`src/rtl/branch_resolve_ctrl_pkg.sv`:
```
// p5_defs: shared opcode, forwarding-source and branch FSM encodings for the P5 ID stage.
package p5_defs;
  localparam logic [5:0] OP_BEQ = 6'b000100;
  localparam logic [5:0] OP_BNE = 6'b000101;
  localparam logic [1:0] FWD_RF = 2'd0;
  localparam logic [1:0] FWD_MEM = 2'd1;
  localparam logic [1:0] FWD_WB = 2'd2;
  typedef enum logic [1:0] {IDLE, STALL, RESOLVE} state_t;
endpackage

```
`src/rtl/branch_resolve_ctrl_hazard.sv`:
```
// branch_hazard_calc: stall need and forwarding source for one comparator operand.
module branch_hazard_calc
  import p5_defs::*;
(
  input  logic [4:0] src,
  input  logic [4:0] ex_wa,
  input  logic       ex_we,
  input  logic       ex_ld,
  input  logic [4:0] mem_wa,
  input  logic       mem_we,
  input  logic       mem_ld,
  input  logic [4:0] wb_wa,
  input  logic       wb_we,
  output logic [1:0] need,
  output logic [1:0] fwd
);
  logic nz;
  assign nz = |src;
  always_comb begin
    need = !nz ? 2'd0 :
           (src == ex_wa && ex_we) ? (ex_ld ? 2'd2 : 2'd1) :
           (src == mem_wa && mem_we && mem_ld) ? 2'd1 : 2'd0;
    fwd = !nz ? FWD_RF :
          (src == mem_wa && mem_we && !mem_ld) ? FWD_MEM :
          (src == wb_wa && wb_we) ? FWD_WB : FWD_RF;
  end
endmodule

```
`src/rtl/branch_resolve_ctrl.sv`:
```
// branch_resolve_ctrl: ID-stage beq/bne scheduler - stalls for operands, picks forwards, drives PC select.
module branch_resolve_ctrl
  import p5_defs::*;
#(
  parameter int CNT_W = 16,
  parameter bit DELAY_SLOT = 1'b1
) (
  input  logic             clk,
  input  logic             reset_n,
  input  logic             id_valid,
  input  logic             id_kill,
  input  logic [5:0]       id_op,
  input  logic [4:0]       id_rs,
  input  logic [4:0]       id_rt,
  input  logic [4:0]       ex_wa,
  input  logic             ex_we,
  input  logic             ex_ld,
  input  logic [4:0]       mem_wa,
  input  logic             mem_we,
  input  logic             mem_ld,
  input  logic [4:0]       wb_wa,
  input  logic             wb_we,
  input  logic             cmp_eq,
  output logic [1:0]       fwd_rs_sel,
  output logic [1:0]       fwd_rt_sel,
  output logic             stall,
  output logic             pc_src,
  output logic             flush_ifid,
  output logic [CNT_W-1:0] br_cnt,
  output logic [CNT_W-1:0] taken_cnt
);
  state_t state;
  logic [1:0] scnt, need_rs, need_rt, need, fs, ft;
  logic is_br, resolve, taken;

  branch_hazard_calc u_rs (
    .src(id_rs), .ex_wa(ex_wa), .ex_we(ex_we), .ex_ld(ex_ld),
    .mem_wa(mem_wa), .mem_we(mem_we), .mem_ld(mem_ld),
    .wb_wa(wb_wa), .wb_we(wb_we), .need(need_rs), .fwd(fs)
  );
  branch_hazard_calc u_rt (
    .src(id_rt), .ex_wa(ex_wa), .ex_we(ex_we), .ex_ld(ex_ld),
    .mem_wa(mem_wa), .mem_we(mem_we), .mem_ld(mem_ld),
    .wb_wa(wb_wa), .wb_we(wb_we), .need(need_rt), .fwd(ft)
  );

  // RESOLVE trusts the operands it waited for; no hazard re-check there
  always_comb begin
    is_br = id_valid && (id_op == OP_BEQ || id_op == OP_BNE);
    need = (need_rs > need_rt) ? need_rs : need_rt;
    resolve = !id_kill && ((state == IDLE && is_br && need == 2'd0) || state == RESOLVE);
    taken = (id_op == OP_BEQ) ? cmp_eq : !cmp_eq;
    stall = reset_n && !id_kill && ((state == IDLE && is_br && need != 2'd0) || state == STALL);
    pc_src = reset_n && resolve && taken;
    flush_ifid = DELAY_SLOT ? 1'b0 : pc_src;
    fwd_rs_sel = reset_n ? fs : FWD_RF;
    fwd_rt_sel = reset_n ? ft : FWD_RF;
  end

  always_ff @(posedge clk or negedge reset_n) begin
    if (!reset_n) begin
      state <= IDLE;
      scnt <= 2'd0;
      br_cnt <= '0;
      taken_cnt <= '0;
    end else if (id_kill) begin
      state <= IDLE;
      scnt <= 2'd0;
    end else begin
      if (resolve) begin
        br_cnt <= br_cnt + CNT_W'(1);
        taken_cnt <= taken_cnt + CNT_W'(taken);
      end
      case (state)
        IDLE: if (is_br && need != 2'd0) begin
          scnt <= need - 2'd1;
          state <= (need == 2'd2) ? STALL : RESOLVE;
        end
        STALL: begin
          scnt <= scnt - 2'd1;
          state <= (scnt <= 2'd1) ? RESOLVE : STALL;
        end
        default: state <= IDLE;
      endcase
    end
  end
endmodule

```
`config.mk`:
```
export PLATFORM = sky130hd
export DESIGN_NAME = branch_resolve_ctrl
export DESIGN_NICKNAME = d
export VERILOG_FILES = /design/src/rtl/branch_resolve_ctrl_pkg.sv /design/src/rtl/branch_resolve_ctrl_hazard.sv /design/src/rtl/branch_resolve_ctrl.sv
export SDC_FILE = /design/constraint.sdc
export NUM_CORES = 1
export LEC_CHECK = 0
export CORE_MARGIN = 2
export CORE_UTILIZATION = 43
export CTS_BUF_LIST = sky130_fd_sc_hd__clkbuf_8
export DETAILED_ROUTE_END_ITERATION = 10
export PLACE_DENSITY = 0.88
export SLEW_MARGIN = 25
export SYNTH_ARGS = -nofsm -noshare
export SYNTH_HDL_FRONTEND = slang
export SYNTH_HIERARCHICAL = 1
export SYNTH_SLANG_ARGS = --single-unit
```
`constraint.sdc`:
```
create_clock -name clk -period 5.06 [get_ports clk]
set_input_delay 1.265 -clock clk [delete_from_list [all_inputs] [get_ports clk]]
set_output_delay 1.265 -clock clk [all_outputs]
set_load 0.01 [all_outputs]
```
## Word-level counts from Yosys, hierarchy flattened

Cells that the tools add are included.
W data, S select, Z words.

| word-level totals | value |
|---|---|
| word-level logic and storage cells | 82 |
| bits in registers | 36 |

| cells by class | value |
|---|---|
| equal/unequal tests | 12 |
| add/sub/neg operators | 4 |
| $lt $le $gt $ge | 2 |
| reductions and logical operators | 34 |
| multiplexer cells | 25 |
| bitwise gates (word level) | 1 |

Operators by type and width:

| operator | count |
|---|---|
| $mux W2 | 20 |
| $eq A5 B5 Y1 | 6 |
| $logic_and A1 B1 Y1 | 20 |
| $add A16 B1 Y16 | 1 |
| $add A16 B1 Y16 const B | 1 |
| $eq A6 B3 Y1 const B | 2 |
| $reduce_or A5 Y1 | 2 |
| $pmux W2 S2 | 2 |
| $eq A2 B2 Y1 const B | 2 |
| $logic_not A2 Y1 | 2 |
| $reduce_and A2 Y1 | 2 |
| $sub A2 B1 Y2 const B | 2 |
| $logic_not A1 Y1 | 3 |
| $logic_or A1 B1 Y1 | 3 |
| $mux W1 | 3 |
| $ne A3 B2 Y1 const B | 1 |
| $reduce_bool A3 Y1 | 1 |
| $eq A2 B1 Y1 const B | 1 |
| $gt A2 B2 Y1 | 1 |
| $le A2 B1 Y1 const B | 1 |
| $reduce_bool A2 Y1 | 1 |
| $not A1 Y1 | 1 |

## Depth between registers and ports, before layout

| logic depth | value |
|---|---|
| word-level depth | 14 |
| mapped depth | 15 |
| mapped depth without buffers | 14 |

## Modules after synthesis

Netlist, hierarchy kept.

Modules (own cells, without submodules):

| module | instances | area an instance (um^2) | cells an instance | sequential area each (um^2) |
|---|---|---|---|---|
| branch_resolve_ctrl | 1 | 2,004.4 | 196 | 900.9 |
| branch_hazard_calc | 2 | 224.0 | 30 | 0.0 |

## Least setup slack after synthesis

No wires, ideal clock.

| timing | value |
|---|---|
| path kind | input port to output port |
| start | input port id_rt[0] |
| end | output port pc_src |
| slack | -0.254 ns |
| required time | 3.795 ns |
| stages | 13 |
| path buffers | 2 |
| arrival time | 4.049 ns |
| cells stage by stage | xor2_1 nor4_1 nand3_1 o31ai_1 ha_1 nor2_1 o21ai_0 mux2i_1 ha_1 a41o_1 clkbuf_1 buf_2 and4_1 |

| on the way | value |
|---|---|
| word-level cells in the longest chain between the ends | 14 |

Ends and longest elaborated chain:

| element | RTL line | text |
|---|---|---|
| start: declaration | branch_resolve_ctrl.sv:14 | `input logic [4:0] id_rt,` |
| $eq A5 B5 Y1 | branch_resolve_ctrl_hazard.sv:22 | `(src == mem_wa && mem_we && mem_ld) ? 2'd1 : 2'd0;` |
| $logic_and A1 B1 Y1 (2 in series) | branch_resolve_ctrl_hazard.sv:22 |  |
| $mux W1 | branch_resolve_ctrl_hazard.sv:22 |  |
| $mux W2 | branch_resolve_ctrl_hazard.sv:21 | `(src == ex_wa && ex_we) ? (ex_ld ? 2'd2 : 2'd1) :` |
| $mux W2 * | branch_resolve_ctrl_hazard.sv:20 | `need = !nz ? 2'd0 :` |
| named net need_rt[0] | branch_resolve_ctrl.sv:33 | `logic [1:0] scnt, need_rs, need_rt, need, fs, ft;` |
| $gt A2 B2 Y1 | branch_resolve_ctrl.sv:50 | `need = (need_rs > need_rt) ? need_rs : need_rt;` |
| $mux W2 * | branch_resolve_ctrl.sv:50 |  |
| $logic_not A2 Y1 * | branch_resolve_ctrl.sv:51 | `resolve = !id_kill && ((state == IDLE && is_br && need == 2'd0) \|\| state == RESOLVE);` |
| $logic_and A1 B1 Y1 * | branch_resolve_ctrl.sv:51 |  |
| $logic_or A1 B1 Y1 * | branch_resolve_ctrl.sv:51 |  |
| $logic_and A1 B1 Y1 * | branch_resolve_ctrl.sv:51 |  |
| $logic_and A1 B1 Y1 * (2 in series) | branch_resolve_ctrl.sv:54 | `pc_src = reset_n && resolve && taken;` |
| end: declaration | branch_resolve_ctrl.sv:27 | `output logic pc_src,` |

Mark *: on every way through the listed nets, which the timed path passes. The rest lies on a longest branch.

## Worst setup path after layout

| timing | value |
|---|---|
| start | input port ex_wa[3] |
| end | output port stall |

| on the way | value |
|---|---|
| word-level cells in the longest chain between the ends | 10 |

Ends and longest elaborated chain:

| element | RTL line | text |
|---|---|---|
| start: declaration | branch_resolve_ctrl.sv:15 | `input logic [4:0] ex_wa,` |
| $eq A5 B5 Y1 * | branch_resolve_ctrl_hazard.sv:21 |  |
| $logic_and A1 B1 Y1 * | branch_resolve_ctrl_hazard.sv:21 |  |
| $mux W2 * | branch_resolve_ctrl_hazard.sv:21 |  |
| $mux W2 * | branch_resolve_ctrl_hazard.sv:20 |  |
| named net need_rs[0] | branch_resolve_ctrl.sv:33 |  |
| $gt A2 B2 Y1 | branch_resolve_ctrl.sv:50 |  |
| $mux W2 * | branch_resolve_ctrl.sv:50 |  |
| $reduce_bool A2 Y1 * | branch_resolve_ctrl.sv:53 | `stall = reset_n && !id_kill && ((state == IDLE && is_br && need != 2'd0) \|\| state == STALL);` |
| $logic_and A1 B1 Y1 * | branch_resolve_ctrl.sv:53 |  |
| $logic_or A1 B1 Y1 * | branch_resolve_ctrl.sv:53 |  |
| $logic_and A1 B1 Y1 * | branch_resolve_ctrl.sv:53 |  |
| end: declaration | branch_resolve_ctrl.sv:26 | `output logic stall,` |

Marks and branches as above.

==> metrics.md <==
| Metric | Value |
|---|---|
| Status | finished, violations left |
| Failing checks | setup timing |
| Clk sink count | 36 |
| Via density | 5.58 |
| Post-route ant nets | 0 |
| Initial core utilization | 44.5% |
| Syn_nets | 305 |
| Crit Path Max Fanout | 2 |
| YS warnings | 6 |
| DRC | 0 |
| EDFF count, synth | 0 |
| Hold Crit Class | flip-flop to flip-flop |
| Share of cells above drive strength 1 | 28.7% |
| Final non-filler cell area | 0.00388 mm² |
| Iteration count of the initial detailed-routing pass | 4 |
| Wirelength per Cell | 16.6 µm |
| Worst slew pin tran | 0.586 ns |
| Max Cap Viol | 0 |
| WP data arrival | 4.30 ns |
| Crit start category | primary input |
| Place WS | -1.20 ns |
| Diodes inserted | 0 |
| Clock Tree Buf Depth | 2 |
| Ys async rst share | 100% |
| Sw power | 0.181 mW |
| Overflow after GRT | 0 |
| CP Class | primary input to primary output |
| Rows | 27 |
| Sw Ratio | 25.9% |
| Combinational fraction of design power | 20.7% |
| CP endpoint kind | primary output |
| Worst hold margin | 0.480 ns |
| M1 WL | 2790 µm |
| Total CTS buffers | 5 |
| Reg clk slew, reported paths | 0.08 ns |
| Vias in the first global route | 2503 |
| HPWL Detailed | 5180 µm |
| Port bufs | 78 |
| Part of the power in registers | 42.7% |
| Worst VDD drop | 0.127 mV |
| Count of cell types in the netlist | 46 |
| Util after Layout | 70.5% |
| F_max | 180 MHz |
| Pwr Density | 179 mW/mm² |
| Fin crit period | 5.57 ns |
| Root Buffer | clkbuf_8 |
| Antenna violations before repair | 0 |
| Setup Viol. Count Final | 2 |
| Io pins | 80 |
| Seq/Total Area, Yosys | 36.7% |
| Cells after Synth | 256 |
| Routed wl met3 | 542 µm |
| CTS tree | built |
| Final GP Congestion | 0.860 |
| Setup WS post-layout | -0.508 ns |
| Chip height | 79.5 µm |
| Fin crit share | 110% |
| Syn_area_per_cell | 9.58 µm² |
| Clock Skew | 0.00853 ns |
| Tot GR Track Use | 23.9% |
| P&R area growth vs syn | 58.3% |
| Die area | 0.00632 mm² |
| Placed Area | 0.00353 mm² |
| Synth Flop Type | dfrtp_1 |
| First-pass GRT wire length | 11700 µm |
| DR top layer | met4 |
| Die W | 79.5 µm |
| Final hold viol count | 0 |
| Slew HR | 61.0% |
| Slew Limit Fails | 0 |
| Worst-Skew Late Latency | 0.30 ns |
| DRT Wirelength | 7450 µm |
| Clock power share | 36.5% |
| First DRT Iteration DRCs | 209 |
| Nets | 424 |
| Total number of vias | 2499 |
| RSZ-0062 raised after global routing | yes |
| Core area | 0.00551 mm² |
| Largest net degree at the start of global routing | 28 |
| WL met2 | 3870 µm |
| Int Power | 0.516 mW |
| Static Leak | 1.63 nW |
| Synthesized area | 0.00245 mm² |
| Synthesized flop and latch total | 36 |
| Worst Hold Depth | 1 |
| # H-tree levels | 2 |
| Critical Path RT | 3.80 ns |
| R2R depth | 4 |
## power by group through the flow
stage | logic, mW | registers, mW | clock network (mW)
2_1_floorplan | 0.0445 | 0.305 | 0
3_3_place_gp | 0.122 | 0.304 | 0
3_5_place_dp | 0.126 | 0.303 | 0
4_1_cts | 0.131 | 0.298 | 0.256
5_1_grt | 0.155 | 0.298 | 0.276
6_report | 0.144 | 0.298 | 0.255
## flip-flops by register name, indices dropped and copies added, names as in the netlist
| name | count |
|---|---|
| scnt | 2 |
| taken_cnt | 16 |
| br_cnt | 16 |
| state | 2 |
## metrics by stage
| stage | instances | TNS (ns) | total power, mW |
|---|---|---|---|
| after global routing | 448 | -0.861 | 0.729 |
| final | 448 | -0.716 | 0.697 |
| after floorplan | 256 | -0.00706 | 0.350 |
| after global placement | 426 | -2.00 | 0.425 |
| after CTS | 446 | -0.513 | 0.686 |
| after detailed placement | 426 | -2.21 | 0.429 |
## repair_timing
action | in CTS | in global routing
gates resized for setup | 101 | 31
pin swaps | 28 | 20
hold buffers | 0 | 0
endpoints found under the setup margin | 2 | 2
buffers inserted | 12 | 2
## cells in the final DEF, fill, tap and decap left out, types with 2 or more instances in the layout
master	Yosys	layout
nor3_1	9	9
and4bb_1	2	2
and3_1	4	4
xor2_2	0	3
o31ai_4	0	2
or3_1	3	2
clkdlybuf4s15_2	0	4
inv_1	9	9
o21ai_1	0	2
buf_8	0	2
ha_1	8	7
buf_6	2	5
nor2_1	10	8
nor2_2	2	2
xor2_1	19	16
or4_1	7	3
nor4_1	10	8
o21a_1	2	2
dlygate4sd2_1	0	3
nor2_4	0	2
clkdlybuf4s50_1	0	53
xnor2_2	0	8
nor4b_4	0	2
buf_2	1	9
nand4_1	16	16
xnor2_1	41	33
buf_4	1	42
nor4_2	0	2
mux2_2	3	3
dfrtp_1	36	36
or4_4	0	4
nor4b_1	5	3
clkbuf_8	0	5
nand2_1	15	14
and2_1	7	7
nand3_1	14	14
## path summary, 6_finish.rpt
check                              start       endpoint  slack (ns)
setup / recovery                ex_wa[3]          stall       -0.51
hold / removal             taken_cnt[15]  taken_cnt[15]        0.48
setup reg to reg                state[0]  taken_cnt[15]        3.11
hold reg to reg            taken_cnt[15]  taken_cnt[15]        0.48
max in group asynchronous        reset_n      br_cnt[2]        3.46
min in group asynchronous        reset_n       state[1]        0.97
## layer usage
metal	vias up	GRT usage [%]
li1	1156	-
met1	1205	26.2
met2	118	42.4
met3	20	6.11
met4	0	12.2
met5	-	0
## kinds of logic after synthesis
group / share of synthesized area (%)
buffers and inverters: 3.42
other: 0.153
and+or+nand+nor: 27.3
xor gates and xnor gates: 21.4
DFF: 36.7
adders and majority gates: 4.08
muxes: 1.79
AOI/OAI and AO/OA: 5.05
## critical path, stage by stage
cell	delay (ns)
buf_2	0.14
xnor2_2	0.19
nand4_1	0.15
or4_4	0.54
o31ai_4	0.08
inv_1	0.08
ha_1	0.29
nand2b_1	0.08
o21ai_2	0.07
mux2i_1	0.14
ha_2	0.22
buf_6	0.12
nor4b_4	0.27
a21oi_2	0.11
or3_4	0.35
nor2_2	0.08
buf_2	0.12
## Yosys cell counts (7+ instances only)
library cell  count  area share (%)
nand3_1          14             2.9
xnor2_1          41              15
nor2_1           10             1.5
nor3_1            9             1.8
inv_1             9             1.4
xor2_1           19             6.8
and2_1            7             1.8
nand4_1          16             4.1
or4_1             7             2.1
dfrtp_1          36              37
nand2_1          15             2.3
nor4_1           10             2.6
ha_1              8             4.1
## area by class of cell
cell class	instances	area, µm²
clock buffers	5	68.8
clock inverters	3	42.5
fillers	372	1620
inverters	9	33.8
multi-input cells	203	1670
flip-flops and latches	36	901
well taps	72	90.1
repair buffers	120	1080
(Power assumes the default switching activity.)
